### src/rtl/multicycle_control.sv
// Multi-cycle FETCH/DECODE/EXEC/MEM/WB control unit for the 8-opcode MIPS-subset CPU.
// Optional CTRL_PERF_CNT_EN adds cycle_cnt/instr_cnt performance counters.
module multicycle_control #(
  parameter int unsigned OPCODE_W = 6,
  parameter int unsigned WAIT_MAX = 16
`ifdef CTRL_PERF_CNT_EN
  ,
  parameter int unsigned CNT_W    = 32
`endif
) (
  input  logic                clk,
  input  logic                reset,
  input  logic [OPCODE_W-1:0] opcode,
  input  logic                imem_ready,
  input  logic                dmem_ready,
  output logic                imem_req,
  output logic                ir_write,
  output logic                pc_write,
  output logic [1:0]          reg_dst,
  output logic [1:0]          mem_to_reg,
  output logic [1:0]          alu_op,
  output logic                jump,
  output logic                branch,
  output logic                mem_read,
  output logic                mem_write,
  output logic                alu_src,
  output logic                reg_write,
  output logic                sign_or_zero,
  output logic [2:0]          state,
  output logic                illegal_op,
  output logic                mem_timeout
`ifdef CTRL_PERF_CNT_EN
  ,
  output logic [CNT_W-1:0]    cycle_cnt,
  output logic [CNT_W-1:0]    instr_cnt
`endif
);

  localparam int unsigned WCNT_W = (WAIT_MAX < 2) ? 1 : $clog2(WAIT_MAX);

  localparam logic [2:0] OP_R    = 3'd0;
  localparam logic [2:0] OP_SLI  = 3'd1;
  localparam logic [2:0] OP_J    = 3'd2;
  localparam logic [2:0] OP_JAL  = 3'd3;
  localparam logic [2:0] OP_LW   = 3'd4;
  localparam logic [2:0] OP_SW   = 3'd5;
  localparam logic [2:0] OP_BEQ  = 3'd6;
  localparam logic [2:0] OP_ADDI = 3'd7;

  typedef enum logic [2:0] {
    ST_FETCH  = 3'd0,
    ST_DECODE = 3'd1,
    ST_EXEC   = 3'd2,
    ST_MEM    = 3'd3,
    ST_WB     = 3'd4
  } st_t;

  st_t               cur_st;
  st_t               nxt_st;
  logic [2:0]        op_q;
  logic [2:0]        dec_op;
  logic              upper_nz;
  logic [WCNT_W-1:0] wait_cnt;
  logic              expire;
  logic              timeout_c;

  assign dec_op   = opcode[2:0];
  assign upper_nz = |(opcode >> 3);
  assign state    = cur_st;
  // Expiry is the WAIT_MAX-th waiting cycle; a ready in that same cycle still completes.
  assign expire   = (WAIT_MAX != 0) && (wait_cnt == WCNT_W'(WAIT_MAX - 1));

  always_ff @(posedge clk or posedge reset) begin
    if (reset) begin
      cur_st      <= ST_FETCH;
      op_q        <= 3'd0;
      wait_cnt    <= '0;
      mem_timeout <= 1'b0;
    end else begin
      cur_st <= nxt_st;
      if (cur_st == ST_DECODE) op_q <= dec_op;
      if (timeout_c) mem_timeout <= 1'b1;
      if (timeout_c || (nxt_st != cur_st)) begin
        wait_cnt <= '0;
      end else if ((WAIT_MAX != 0) && ((cur_st == ST_FETCH) || (cur_st == ST_MEM))) begin
        wait_cnt <= wait_cnt + WCNT_W'(1);
      end
    end
  end

  // Next state and Moore controls; everything is held at its idle value while reset is high.
  always_comb begin
    nxt_st       = cur_st;
    timeout_c    = 1'b0;
    imem_req     = 1'b0;
    ir_write     = 1'b0;
    pc_write     = 1'b0;
    reg_dst      = 2'b00;
    mem_to_reg   = 2'b00;
    alu_op       = 2'b00;
    jump         = 1'b0;
    branch       = 1'b0;
    mem_read     = 1'b0;
    mem_write    = 1'b0;
    alu_src      = 1'b0;
    reg_write    = 1'b0;
    sign_or_zero = 1'b1;
    illegal_op   = 1'b0;
    if (!reset) begin
      unique case (cur_st)
        ST_FETCH: begin
          imem_req = 1'b1;
          if (imem_ready) begin
            ir_write = 1'b1;
            pc_write = 1'b1;
            nxt_st   = ST_DECODE;
          end else if (expire) begin
            timeout_c = 1'b1;
          end
        end
        ST_DECODE: begin
          if (upper_nz) begin
            illegal_op = 1'b1;
            nxt_st     = ST_FETCH;
          end else begin
            case (dec_op)
              OP_J: begin
                jump     = 1'b1;
                pc_write = 1'b1;
                nxt_st   = ST_FETCH;
              end
              OP_JAL: begin
                jump       = 1'b1;
                pc_write   = 1'b1;
                reg_write  = 1'b1;
                reg_dst    = 2'b10;
                mem_to_reg = 2'b10;
                nxt_st     = ST_FETCH;
              end
              default: nxt_st = ST_EXEC;
            endcase
          end
        end
        ST_EXEC: begin
          case (op_q)
            OP_SLI: begin
              alu_op       = 2'b10;
              alu_src      = 1'b1;
              sign_or_zero = 1'b0;
              nxt_st       = ST_WB;
            end
            OP_LW, OP_SW: begin
              alu_op  = 2'b11;
              alu_src = 1'b1;
              nxt_st  = ST_MEM;
            end
            OP_ADDI: begin
              alu_op  = 2'b11;
              alu_src = 1'b1;
              nxt_st  = ST_WB;
            end
            OP_BEQ: begin
              alu_op = 2'b01;
              branch = 1'b1;
              nxt_st = ST_FETCH;
            end
            default: nxt_st = ST_WB;
          endcase
        end
        ST_MEM: begin
          if (op_q == OP_SW) mem_write = 1'b1;
          else               mem_read  = 1'b1;
          if (dmem_ready) begin
            nxt_st = (op_q == OP_SW) ? ST_FETCH : ST_WB;
          end else if (expire) begin
            timeout_c = 1'b1;
            nxt_st    = ST_FETCH;
          end
        end
        ST_WB: begin
          reg_write = 1'b1;
          if (op_q == OP_R)  reg_dst    = 2'b01;
          if (op_q == OP_LW) mem_to_reg = 2'b01;
          nxt_st = ST_FETCH;
        end
        default: nxt_st = ST_FETCH;
      endcase
    end
  end

`ifdef CTRL_PERF_CNT_EN
  logic instr_done;

  // A completed instruction is any return to FETCH other than an illegal decode or a timeout.
  assign instr_done = (nxt_st == ST_FETCH) && (cur_st != ST_FETCH) && !illegal_op && !timeout_c;

  always_ff @(posedge clk or posedge reset) begin
    if (reset) begin
      cycle_cnt <= '0;
      instr_cnt <= '0;
    end else begin
      cycle_cnt <= cycle_cnt + CNT_W'(1);
      if (instr_done) instr_cnt <= instr_cnt + CNT_W'(1);
    end
  end
`endif

endmodule

### config.mk
export PLATFORM = sky130hd
export DESIGN_NAME = multicycle_control
export DESIGN_NICKNAME = d
export VERILOG_FILES = /design/src/rtl/multicycle_control.sv
export SDC_FILE = /design/constraint.sdc
export NUM_CORES = 1
export LEC_CHECK = 0
export ABC_AREA = 1
export BUFFER_PORTS_ARGS = -buffer_cell sky130_fd_sc_hd__clkbuf_2
export CAP_MARGIN = 5
export CORE_MARGIN = 1
export CORE_UTILIZATION = 51
export DETAILED_ROUTE_END_ITERATION = 8
export GPL_ROUTABILITY_DRIVEN = 0
export PLACE_DENSITY_LB_ADDON = 0.08
export SETUP_SLACK_MARGIN = 0.2
export SYNTH_ARGS = -nofsm -noshare
export SYNTH_HDL_FRONTEND = slang
export SYNTH_SLANG_ARGS = --single-unit
### constraint.sdc
create_clock -name clk -period 4.4 [get_ports clk]
set_input_delay 0.22 -clock clk [delete_from_list [all_inputs] [get_ports clk]]
set_output_delay 0.22 -clock clk [all_outputs]
set_load 0.005 [all_outputs]
==> results.toml <==
[status]
outcome = "completed"

[floorplanning]
rows = 14
die_area_sq_mm = 0.001761
core_sq_mm = 0.001506
initial_utilization_pct = 54.07
ios = 31
die_w_um = 41.97
die_height_um = 41.97

[critical_path]
cp_max_fo = 9
slowest_stage = "dfrtp_1"
r2r_setup_slack_ns = 2.77
worstPathCellList = "nor3_2, inv_1, nor2_1, nand3_1, nor2_1, clkbuf_2"
critPathArrivalTime_ns = 1.84
end_kind = "primary output"
r2r_start = "state[2]"
slowest_delay_ns = 0.50
reg2reg_depth = 6
path_depth = 6
cp_num_buf_inv = 2
crit_type = "reg2out"
path_common_cell = "nor2_1"
cp.required_ns = 4.18
r2r_end = "wait_cnt[1]"
cp-start-kind = "register"
cpLargestDelayFamily = "simple AND/OR/NAND/NOR gates"

[sta]
hold_violations = 0
fin_skew_ns = 0.01030
fmaxAchievable_mhz = 485.7
slew_headroom_pct = 60.32
setup_violations = 0
finalCriticalPeriod_ns = 2.059
worst_pin_slew_ns = 0.5915
tns_ns = 0
rsz0062_at_grt = "no"
fin_crit_sh_pct = 46.79
slew_viol_final = 0

[global_route]
antenna_found_initial = 0
grt_pass1_wl_um = 3236
overflow = 0
grt_pass1_vias = 771
track_usage_pct = 23.54
grt_start_max_net_pins = 21

[yosys]
syn_area_sq_um = 814.5
synth_top_area_share_pct = 33.79
synth-seq-cells = 11
ys_seq_area_share_pct = 33.79
synthTopCellsByArea = "dfrtp_1 34%, nand2_1 13%, nor2_1 9.2%, inv_1 8.8%, nand3_1 6.1%"
synth_most_common_cell = "nand2_1"
syn-instance-count = 125
synth_common_cells = "29 x nand2_1, 20 x nor2_1, 19 x inv_1, 11 x dfrtp_1, 10 x nand3_1"
yosys_warnings = 0
synth_edf_count = 0
synth_cell_type_count = 25
synthesis.nets = 136
synth-main-ff-cell = "dfrtp_1"
ys_async_sr_fraction_pct = 100.0
yosysTopAreaCell = "dfrtp_1"
syn_avg_cell_area_sq_um = 6.516

[power_and_ir_drop]
p_switching_w = 0.0001286
pwr-share-clk_pct = 21.2
p_leak_nw = 0.5517
internal-power_w = 0.0002067
finalPower_w = 0.0003353
switching_share_pct = 38.36
pwr-share-comb_pct = 33.6
irDropWorstVdd_mv = 0.2329
pwr_density_cell_mw_per_mm2 = 339.2
seqPwrFrac_pct = 45.3

[clock_network]
cts_tree = "built"
ctsRootBufferMaster = "clkbuf_4"
clock-sinks = 11
cts.path.max_buffers = 2
post-cts-setup-buffers = 0
numCtsBuffers = 3
hold_buffers = 0
clock_latency_ns = 0.27
ctsResizeCount = 0
htree_levels = 1
path_clk_slew_ns = 0.08

[finish]
instances_no_fill = 172
syn2layout_area_growth_pct = 21.35
diodes = 0
final_nets = 168
drive_above_1_share_pct = 26.28

[drt]
post_drt_wl_per_cell_um = 10.57
vias_per_cell = 4.965
drt_iter0_drc = 33
firstDrtPassIters = 4
ant_nets = 0
drc = 0
drt_wl_total_um = 1818
vias = 854

[flow_run]
drv_cap = 0

[place]
place_inst = 168
post-dp-hpwl_um = 1466
io_buffers = 30

[min_path]
hold_class = "in2async"
[per-layer routing]
| layer | share of wire [%] | vias to the layer above | track usage (%) |
|---|---|---|---|
| met2 | 45 | 29 | 38.13 |
| li1 | - | 455 | - |
| met5 | 0 | - | 0 |
| met3 | 5.8 | 2 | 3.913 |
| met1 | 49 | 368 | 32.41 |
| met4 | 0.66 | 0 | 6.452 |
[power by group through the flow]
stage               sequential, W  combinational (W)  clock (W)
floorplan                0.000146          0.0000883          0
global placement         0.000152           0.000108          0
detailed placement       0.000153           0.000113          0
CTS                      0.000151           0.000113  0.0000722
global route             0.000155           0.000134  0.0000760
finish                   0.000152           0.000113  0.0000709
[area by class of cell]
| class | instances | area (sq um) |
|---|---|---|
| well taps | 16 | 20.02 |
| repair buffers | 30 | 150.1 |
| clock buffers | 4 | 26.28 |
| inverters | 21 | 78.83 |
| multi-input cells | 90 | 437.9 |
| fillers | 152 | 518.0 |
| flip-flops and latches | 11 | 275.3 |
[how the worst max path moves through the flow]
stage                             to  startpoint  slack, ns
after CTS                 reg_dst[1]    state[2]       2.34
after detailed placement    pc_write       reset       2.49
after global routing      reg_dst[1]    state[2]       2.09
after floorplan           reg_dst[1]    state[2]       2.75
after global placement      pc_write       reset       2.56
final                     reg_dst[1]    state[2]       2.34
[cells by family (layout without fill, tap and decap cells)]
| kind of cell | after synthesis | count (layout) | share of synthesized area [%] |
|---|---|---|---|
| adder cells (fa/ha/maj) | 1 | 1 | 1.536 |
| XOR/XNOR | 3 | 3 | 3.226 |
| AND/OR/NAND/NOR | 74 | 74 | 40.71 |
| flip-flops | 11 | 11 | 33.79 |
| AO/OA/AOI/OAI | 11 | 11 | 6.912 |
| multiplexers | 1 | 1 | 1.382 |
| buffers and inverters | 24 | 55 | 12.44 |
[through the flow]
stage,worst slack (ns),utilization (%),area [sq um],hold slack [ns]
finish,2.341,65.61,988.4,0.1094
floorplan,2.753,-,814.5,0.07132
CTS,2.339,65.61,988.4,0.1105
detailed placement,2.489,63.87,962.2,0.4085
global route,2.085,65.61,988.4,0.1758
global placement,2.564,63.87,962.2,0.3927
[sequential cells by signal, summed over array words and instances, names as in the netlist]
signal / count
mem_timeout: 1
op_q: 3
state: 3
wait_cnt: 4
[placed cells by master, fill, tap and decap left out, types with 2 or more instances in the layout]
master	Yosys	final
dfrtp_1	11	11
clkbuf_2	0	30
nor2_1	20	20
nand4_1	2	2
clkbuf_4	0	3
o21ai_0	9	9
nand2_1	29	29
nand3_1	10	10
nor3_2	2	2
inv_1	19	19
xnor2_1	2	2
nor3_1	6	6
[worst register-to-register path: cells and delay by family (launching register included)]
kind / cells / cell delay [ns]
mux: 1 / 0.35
buf+inv: 2 / 0.15
flops: 1 / 0.50
simple gates: 3 / 0.55
Note: power is estimated with default switching activity, not from simulation.
